[src/rtl/ru_pkg.sv]
// ru_pkg: shared types and constants for the ru_lsu load/store unit.
//   lsu_state_t : LSU sequencing states
//   F3_*        : RISC-V load/store funct3 encodings
package ru_pkg;

  typedef enum logic [1:0] {
    IDLE  = 2'd0,
    READ  = 2'd1,
    WRITE = 2'd2,
    DONE  = 2'd3
  } lsu_state_t;

  localparam logic [2:0] F3_B  = 3'b000;
  localparam logic [2:0] F3_H  = 3'b001;
  localparam logic [2:0] F3_W  = 3'b010;
  localparam logic [2:0] F3_BU = 3'b100;
  localparam logic [2:0] F3_HU = 3'b101;

endpackage

[src/rtl/ru_lsu_if.sv]
// ru_lsu_if: bundles the execute-stage request/response signals and the data RAM port of the LSU.
//   slave  : LSU view (takes requests and RAM read data, drives response and RAM controls)
//   master : core + RAM view (drives requests and RAM read data/busy, observes the rest)
interface ru_lsu_if;

  logic        mem_read;
  logic        mem_write;
  logic [2:0]  funct3;
  logic [31:0] addr;
  logic [31:0] store_data;
  logic [31:0] load_data;
  logic        stall;
  logic        fault;
  logic [31:0] ram_addr;
  logic        ram_we;
  logic [31:0] ram_wdata;
  logic [31:0] ram_rdata;
  logic        ram_busy;

  modport slave (
    input  mem_read, mem_write, funct3, addr, store_data, ram_rdata, ram_busy,
    output load_data, stall, fault, ram_addr, ram_we, ram_wdata
  );

  modport master (
    output mem_read, mem_write, funct3, addr, store_data, ram_rdata, ram_busy,
    input  load_data, stall, fault, ram_addr, ram_we, ram_wdata
  );

endinterface

[src/rtl/ru_lsu_align.sv]
// ru_lsu_align: combinational lane logic for the LSU.
//   i_chk_funct3/i_chk_addr_lo/i_chk_store : request being accepted, checked for legality
//   o_bad                                  : illegal funct3 or misaligned access
//   i_funct3/i_addr_lo                     : latched access descriptor
//   i_word                                 : RAM word captured in READ
//   i_sdata                                : latched store data
//   o_load                                 : lane-extracted, sign/zero-extended load value
//   o_merge                                : RAM write word (store lane merged into i_word)
module ru_lsu_align
  import ru_pkg::*;
(
  input  logic [2:0]  i_chk_funct3,
  input  logic [1:0]  i_chk_addr_lo,
  input  logic        i_chk_store,
  output logic        o_bad,
  input  logic [2:0]  i_funct3,
  input  logic [1:0]  i_addr_lo,
  input  logic [31:0] i_word,
  input  logic [31:0] i_sdata,
  output logic [31:0] o_load,
  output logic [31:0] o_merge
);

  logic        w_legal;
  logic        w_misaligned;
  logic [7:0]  w_byte;
  logic [15:0] w_half;

  always_comb begin
    w_legal = 1'b0;
    case (i_chk_funct3)
      F3_B, F3_H, F3_W: w_legal = 1'b1;
      F3_BU, F3_HU:     w_legal = ~i_chk_store;  // no unsigned stores
      default:          w_legal = 1'b0;
    endcase
    // funct3[1:0] encodes the access size for every legal encoding
    w_misaligned = 1'b0;
    case (i_chk_funct3[1:0])
      2'b01:   w_misaligned = i_chk_addr_lo[0];
      2'b10:   w_misaligned = (i_chk_addr_lo != 2'b00);
      default: w_misaligned = 1'b0;
    endcase
    o_bad = ~w_legal | w_misaligned;
  end

  always_comb begin
    w_byte = i_word[7:0];
    case (i_addr_lo)
      2'd0: w_byte = i_word[7:0];
      2'd1: w_byte = i_word[15:8];
      2'd2: w_byte = i_word[23:16];
      2'd3: w_byte = i_word[31:24];
      default: w_byte = i_word[7:0];
    endcase
    w_half = i_addr_lo[1] ? i_word[31:16] : i_word[15:0];

    o_load = i_word;
    case (i_funct3)
      F3_B:    o_load = {{24{w_byte[7]}}, w_byte};
      F3_BU:   o_load = {24'd0, w_byte};
      F3_H:    o_load = {{16{w_half[15]}}, w_half};
      F3_HU:   o_load = {16'd0, w_half};
      default: o_load = i_word;
    endcase
  end

  always_comb begin
    o_merge = i_sdata;
    case (i_funct3)
      F3_B: begin
        o_merge = i_word;
        case (i_addr_lo)
          2'd0: o_merge[7:0]   = i_sdata[7:0];
          2'd1: o_merge[15:8]  = i_sdata[7:0];
          2'd2: o_merge[23:16] = i_sdata[7:0];
          2'd3: o_merge[31:24] = i_sdata[7:0];
          default: o_merge[7:0] = i_sdata[7:0];
        endcase
      end
      F3_H: begin
        o_merge = i_word;
        if (i_addr_lo[1]) o_merge[31:16] = i_sdata[15:0];
        else              o_merge[15:0]  = i_sdata[15:0];
      end
      default: o_merge = i_sdata;
    endcase
  end

endmodule

[src/rtl/ru_lsu.sv]
// ru_lsu: load/store unit in front of the data RAM of the single-cycle core.
//   clk  : system clock, rising edge
//   rst  : asynchronous active-high reset
//   bus  : ru_lsu_if.slave -- execute-stage request (mem_read/mem_write/funct3/addr/store_data),
//          response (load_data/stall/fault) and RAM port (ram_addr/ram_we/ram_wdata/
//          ram_rdata/ram_busy)
// Sub-word stores are done as read-modify-write; stall holds the core until DONE.
module ru_lsu
  import ru_pkg::*;
#(
  parameter int unsigned MEM_WORDS = 32,
  parameter int unsigned DATA_W    = 32
) (
  input logic       clk,
  input logic       rst,
  ru_lsu_if.slave   bus
);

  localparam logic [32:0] LP_ADDR_LIMIT = 33'(MEM_WORDS) * 33'd4;

  lsu_state_t         r_state;
  lsu_state_t         w_state_d;
  logic [31:0]        r_addr;
  logic [2:0]         r_funct3;
  logic [DATA_W-1:0]  r_sdata;
  logic [DATA_W-1:0]  r_word;
  logic               r_store;
  logic               r_fault;

  logic               w_req;
  logic               w_bad;
  logic               w_oor;
  logic               w_fault;
  logic [31:0]        w_load;
  logic [31:0]        w_merge;

  assign w_req   = bus.mem_read | bus.mem_write;
  assign w_oor   = ({1'b0, bus.addr} >= LP_ADDR_LIMIT);
  assign w_fault = w_bad | w_oor;

  ru_lsu_align u_align (
    .i_chk_funct3  (bus.funct3),
    .i_chk_addr_lo (bus.addr[1:0]),
    .i_chk_store   (bus.mem_write),
    .o_bad         (w_bad),
    .i_funct3      (r_funct3),
    .i_addr_lo     (r_addr[1:0]),
    .i_word        (r_word),
    .i_sdata       (r_sdata),
    .o_load        (w_load),
    .o_merge       (w_merge)
  );

  always_ff @(posedge clk or posedge rst) begin
    if (rst) r_state <= IDLE;
    else     r_state <= w_state_d;
  end

  always_comb begin
    w_state_d = r_state;
    case (r_state)
      IDLE: begin
        if (w_req) begin
          if (w_fault)                                   w_state_d = DONE;
          else if (bus.mem_write && bus.funct3 == F3_W)  w_state_d = WRITE;
          else                                           w_state_d = READ;
        end
      end
      READ:    if (!bus.ram_busy) w_state_d = r_store ? WRITE : DONE;
      WRITE:   if (!bus.ram_busy) w_state_d = DONE;
      DONE:    w_state_d = IDLE;
      default: w_state_d = IDLE;
    endcase
  end

  always_ff @(posedge clk or posedge rst) begin
    if (rst) begin
      r_addr   <= '0;
      r_funct3 <= '0;
      r_sdata  <= '0;
      r_word   <= '0;
      r_store  <= 1'b0;
      r_fault  <= 1'b0;
    end else begin
      if (r_state == IDLE && w_req) begin
        r_addr   <= bus.addr;
        r_funct3 <= bus.funct3;
        r_sdata  <= bus.store_data;
        r_store  <= bus.mem_write;  // write wins when both are asserted
        r_fault  <= w_fault;
      end
      if (r_state == READ && !bus.ram_busy) r_word <= bus.ram_rdata;
    end
  end

  always_comb begin
    bus.stall     = ((r_state == IDLE) && w_req) || (r_state == READ) || (r_state == WRITE);
    bus.ram_we    = (r_state == WRITE) && !bus.ram_busy;
    bus.ram_wdata = (r_state == WRITE) ? w_merge : '0;
    bus.ram_addr  = (r_state == IDLE) ? {bus.addr[31:2], 2'b00} : {r_addr[31:2], 2'b00};
    bus.fault     = (r_state == DONE) && r_fault;
    bus.load_data = ((r_state == DONE) && !r_store && !r_fault) ? w_load : '0;
  end

endmodule
[src/flat_wrapper.sv]
// flat-port wrapper written by rule: the top's interface ports become plain ports
module ru_lsu_flat import ru_pkg::*;
#(
  parameter int unsigned MEM_WORDS = 32,
  parameter int unsigned DATA_W    = 32
)
  (clk, rst, bus_mem_read, bus_mem_write, bus_funct3, bus_addr, bus_store_data, bus_ram_rdata, bus_ram_busy, bus_load_data, bus_stall, bus_fault, bus_ram_addr, bus_ram_we, bus_ram_wdata);
  ru_lsu_if bus_i ();
  input logic clk;
  input logic rst;
  input wire logic [$bits(bus_i.mem_read)-1:0] bus_mem_read;
  input wire logic [$bits(bus_i.mem_write)-1:0] bus_mem_write;
  input wire logic [$bits(bus_i.funct3)-1:0] bus_funct3;
  input wire logic [$bits(bus_i.addr)-1:0] bus_addr;
  input wire logic [$bits(bus_i.store_data)-1:0] bus_store_data;
  input wire logic [$bits(bus_i.ram_rdata)-1:0] bus_ram_rdata;
  input wire logic [$bits(bus_i.ram_busy)-1:0] bus_ram_busy;
  output wire logic [$bits(bus_i.load_data)-1:0] bus_load_data;
  output wire logic [$bits(bus_i.stall)-1:0] bus_stall;
  output wire logic [$bits(bus_i.fault)-1:0] bus_fault;
  output wire logic [$bits(bus_i.ram_addr)-1:0] bus_ram_addr;
  output wire logic [$bits(bus_i.ram_we)-1:0] bus_ram_we;
  output wire logic [$bits(bus_i.ram_wdata)-1:0] bus_ram_wdata;
  assign bus_i.mem_read = bus_mem_read;
  assign bus_i.mem_write = bus_mem_write;
  assign bus_i.funct3 = bus_funct3;
  assign bus_i.addr = bus_addr;
  assign bus_i.store_data = bus_store_data;
  assign bus_i.ram_rdata = bus_ram_rdata;
  assign bus_i.ram_busy = bus_ram_busy;
  assign bus_load_data = bus_i.load_data;
  assign bus_stall = bus_i.stall;
  assign bus_fault = bus_i.fault;
  assign bus_ram_addr = bus_i.ram_addr;
  assign bus_ram_we = bus_i.ram_we;
  assign bus_ram_wdata = bus_i.ram_wdata;
  ru_lsu #(.MEM_WORDS(MEM_WORDS), .DATA_W(DATA_W)) u_core (.clk(clk), .rst(rst), .bus(bus_i));
endmodule
[config.mk]
export PLATFORM = sky130hd
export DESIGN_NAME = ru_lsu_flat
export DESIGN_NICKNAME = d
export VERILOG_FILES = /design/src/rtl/ru_pkg.sv /design/src/rtl/ru_lsu_if.sv /design/src/rtl/ru_lsu_align.sv /design/src/rtl/ru_lsu.sv /design/src/flat_wrapper.sv
export SDC_FILE = /design/constraint.sdc
export NUM_CORES = 1
export LEC_CHECK = 0
export BUFFER_PORTS_ARGS = -buffer_cell sky130_fd_sc_hd__buf_2
export CAP_MARGIN = 40
export CORE_MARGIN = 4
export CORE_UTILIZATION = 51
export DETAILED_ROUTE_END_ITERATION = 10
export PLACE_DENSITY = 0.83
export SYNTH_ARGS = -nofsm -noshare
export SYNTH_HDL_FRONTEND = slang
export SYNTH_SLANG_ARGS = --single-unit
[constraint.sdc]
create_clock -name clk -period 3.94 [get_ports clk]
set_input_delay 0.591 -clock clk [delete_from_list [all_inputs] [get_ports clk]]
set_output_delay 0.591 -clock clk [all_outputs]
set_load 0.02 [all_outputs]
==> impl_results.md <==
- Area Growth Syn to Fin: 22.2%
- Routed vias: 5352
- CP max stage delay: 640 ps
- Hold Worst Slack: 245 ps
- Clock Latency Late Sink: 350 ps
- Biggest area consumer among synthesized cells: dfrtp_1
- Yosys cell types: 50
- Multiplexer share of the synthesized area: 26.5%
- Most common cell in the netlist: mux2_2
- Setup TNS: 0 ps
- Worst-path clk slew: 70 ps
- Final worst path period need: 3180 ps
- Share of the synthesized area in the top cell type: 42.8%
- Post-synthesis simple-gate area fraction: 12.4%
- Final number of setup-violating endpoints: 0
- Buffers plus inverters on the worst setup path: 1
- Crit path depth: 6
- Async S/R FF share, synth: 100%
- Peak Freq: 314 MHz
- CP Data Arrival Time: 2590 ps
- Die footprint: 13600 sq um
- Post-synthesis xor/xnor area fraction: 0%
- Tightest Pin Transition: 910 ps
- WL per Instance: 19.3 um
- Post-route ant nets: 0
- GR Overflow Total: 0
- Startpoint types: register
- Root buf cell: clkbuf_16
- Status: finished clean
- Die Ht: 117 um
- Core area: 11500 sq um
- Largest family of logic cells by synthesized area: multiplexers
- Crit Path Class: register to output port
- Total power: 6.46 mW
- Fillers: 940
- TritonCTS Sinks: 103
- Resize count post-CTS: 0
- DRC viols: 0
- CTS Buf Count: 9
- Placer congestion estimate: 0.910
- Leak: 3.61 nW
- Clock tree buffer depth: 2
- Tot GR Track Use: 25.6%
- Crit path max-delay family: simple AND/OR/NAND/NOR gates
- Flops & latches, synth: 103
- Seq/Total Area, Yosys: 42.8%
- # Post-CTS Setup Buffers: 0
- WP data required: 3350 ps
- R2R cell count: 5
- Post-Synthesis Cells: 583
- 1st-iter DRT viols: 590
- Port Buffers: 200
- ANT cells: 0
- Largest net degree at the start of global routing: 47
- Avg Cell Area, Syn: 10.3 sq um
- Htree depth: 3
- Syn. warnings: 0
- Synth Area in Compound Gates: 12.3%
- Relative slew slack: 39.4%
- Hold buffer count at cts: 0
- Reg area: 2580 sq um
- Initial antenna violation count: 0
- Top cells by count, synth: mux2_2 (120), dfrtp_1 (103), nand2_1 (78)
- Hold Fails Final Rpt: 0
- Ratio of cells with drive above 1 in the final layout: 47.1%
- Synth area leaders: dfrtp_1 (43%), mux2_2 (22%), nand2_1 (4.9%), mux2i_1 (4.0%), a21oi_1 (2.4%)
- # nets final: 870
- Number of global-route vias before repair: 5084
- RSZ-0062 raised after global routing: no
- Setup crit end kind: output port
- Worst-path cell chain: ha_1 > or3b_1 > a211oi_2 > nand3_2 > nand2_1 > buf_2
- Vias per cell: 5.90
- Pins Over Slew Limit: 0
- Max capacitance violation total: 0
- Post-synth EDFFs: 0
- Footprint of the multi-input gates: 3180 sq um
- Min-delay worst type: primary input to asynchronous set/reset pin
- Adder-Cell Fraction of Synth Area: 1.46%
- Clock skew: 4.92 ps
- CP max-delay cell: or3b_1
- VDD IR max: 564 uV
- Crit-path max FO: 18
- Site row count: 39
- I/O Pins: 203
- Pre-antenna DRT Iters: 5
- Drt total wl: 17500 um
- Die W: 117 um
- Dpl hpwl: 13400 um
- TritonCTS clock tree: done
- P per Cell Area: 878 nW/um^2
- Starting Density: 52.5%
- First-pass GRT wire length: 26900 um
- Ys flop type: dfrtp_1
- Mapped Area: 6020 sq um
- Final period util: 80.7%
-- area by class of cell --
type                       count  share of cell area, %
tap                          143                   2.43
clock inverter                 7                  0.987
inverter                      18                  0.953
multi-input combinational    421                   43.3
timing repair buffer         206                   14.2
clock buffer                   9                   3.06
sequential                   103                   35.1
-- per-stage QoR --
step | cells | util, % | setup slack [ps] | area [sq um]
detailed placement | 891 | 61.5 | 1150 | 7060
finish | 907 | 64.1 | 758 | 7360
floorplan | 584 | - | 645 | 6020
global placement | 891 | 61.5 | 1270 | 7060
CTS | 907 | 64.1 | 762 | 7360
global route | 907 | 64.1 | 591 | 7360
-- per-layer routing --
metal / wire, um / global-route usage [%] / vias up
met2: 8150 / 41.7 / 308
met4: 508 / 8.64 / 0
li1: - / - / 2459
met3: 2000 / 6.74 / 40
met5: 0 / 0 / -
met1: 6800 / 33.2 / 2545
-- final timing paths --
kind	startpoint	endpoint	slack, ps
max in group asynchronous	rst	u_core.r_word[20]	2800
max reg2reg	u_core.r_state[0]	u_core.r_sdata[9]	1340
min	rst	u_core.r_addr[11]	250
min reg2reg	u_core.r_addr[29]	u_core.r_addr[29]	510
max	u_core.r_state[0]	bus_load_data[25]	760
min in group clk	bus_ram_rdata[15]	u_core.r_word[15]	450
-- report_power, final --
part / switching (mW) / total, mW / internal (mW) / leakage [nW]
Combinational: 1.84 / 3.31 / 1.47 / 2.24
Sequential: 0.655 / 2.25 / 1.60 / 1.22
Clock: 0.405 / 0.900 / 0.495 / 0.147
-- flip-flops by register name, summed over array words and instances, names as in the netlist --
signal / count
u_core.r_store: 1
u_core.r_word: 32
u_core.r_state: 2
u_core.r_addr: 32
u_core.r_fault: 1
u_core.r_sdata: 32
u_core.r_funct3: 3
-- kinds of logic after synthesis --
logic type,Yosys count
AO/OA/AOI/OAI,108
adder cells (fa/ha/maj),7
buffers and inverters,60
flip-flops,103
multiplexers,144
other,1
AND/OR/NAND/NOR,160
-- placed cells by master, fill, tap and decap left out, types with 7 or more instances in the layout --
| cell type | count |
|---|---|
| buf_2 | 200 |
| clkbuf_16 | 9 |
| o21a_1 | 10 |
| o21ai_0 | 25 |
| a311oi_1 | 8 |
| dfrtp_1 | 102 |
| nor2b_1 | 7 |
| nand3_1 | 19 |
| o221a_2 | 7 |
| ha_1 | 7 |
| nand2_1 | 78 |
| mux2i_1 | 24 |
| nor2_1 | 22 |
| a21oi_1 | 29 |
| and2_1 | 7 |
| mux2_2 | 120 |
| inv_1 | 16 |
Power figures use the tool's default switching activity.
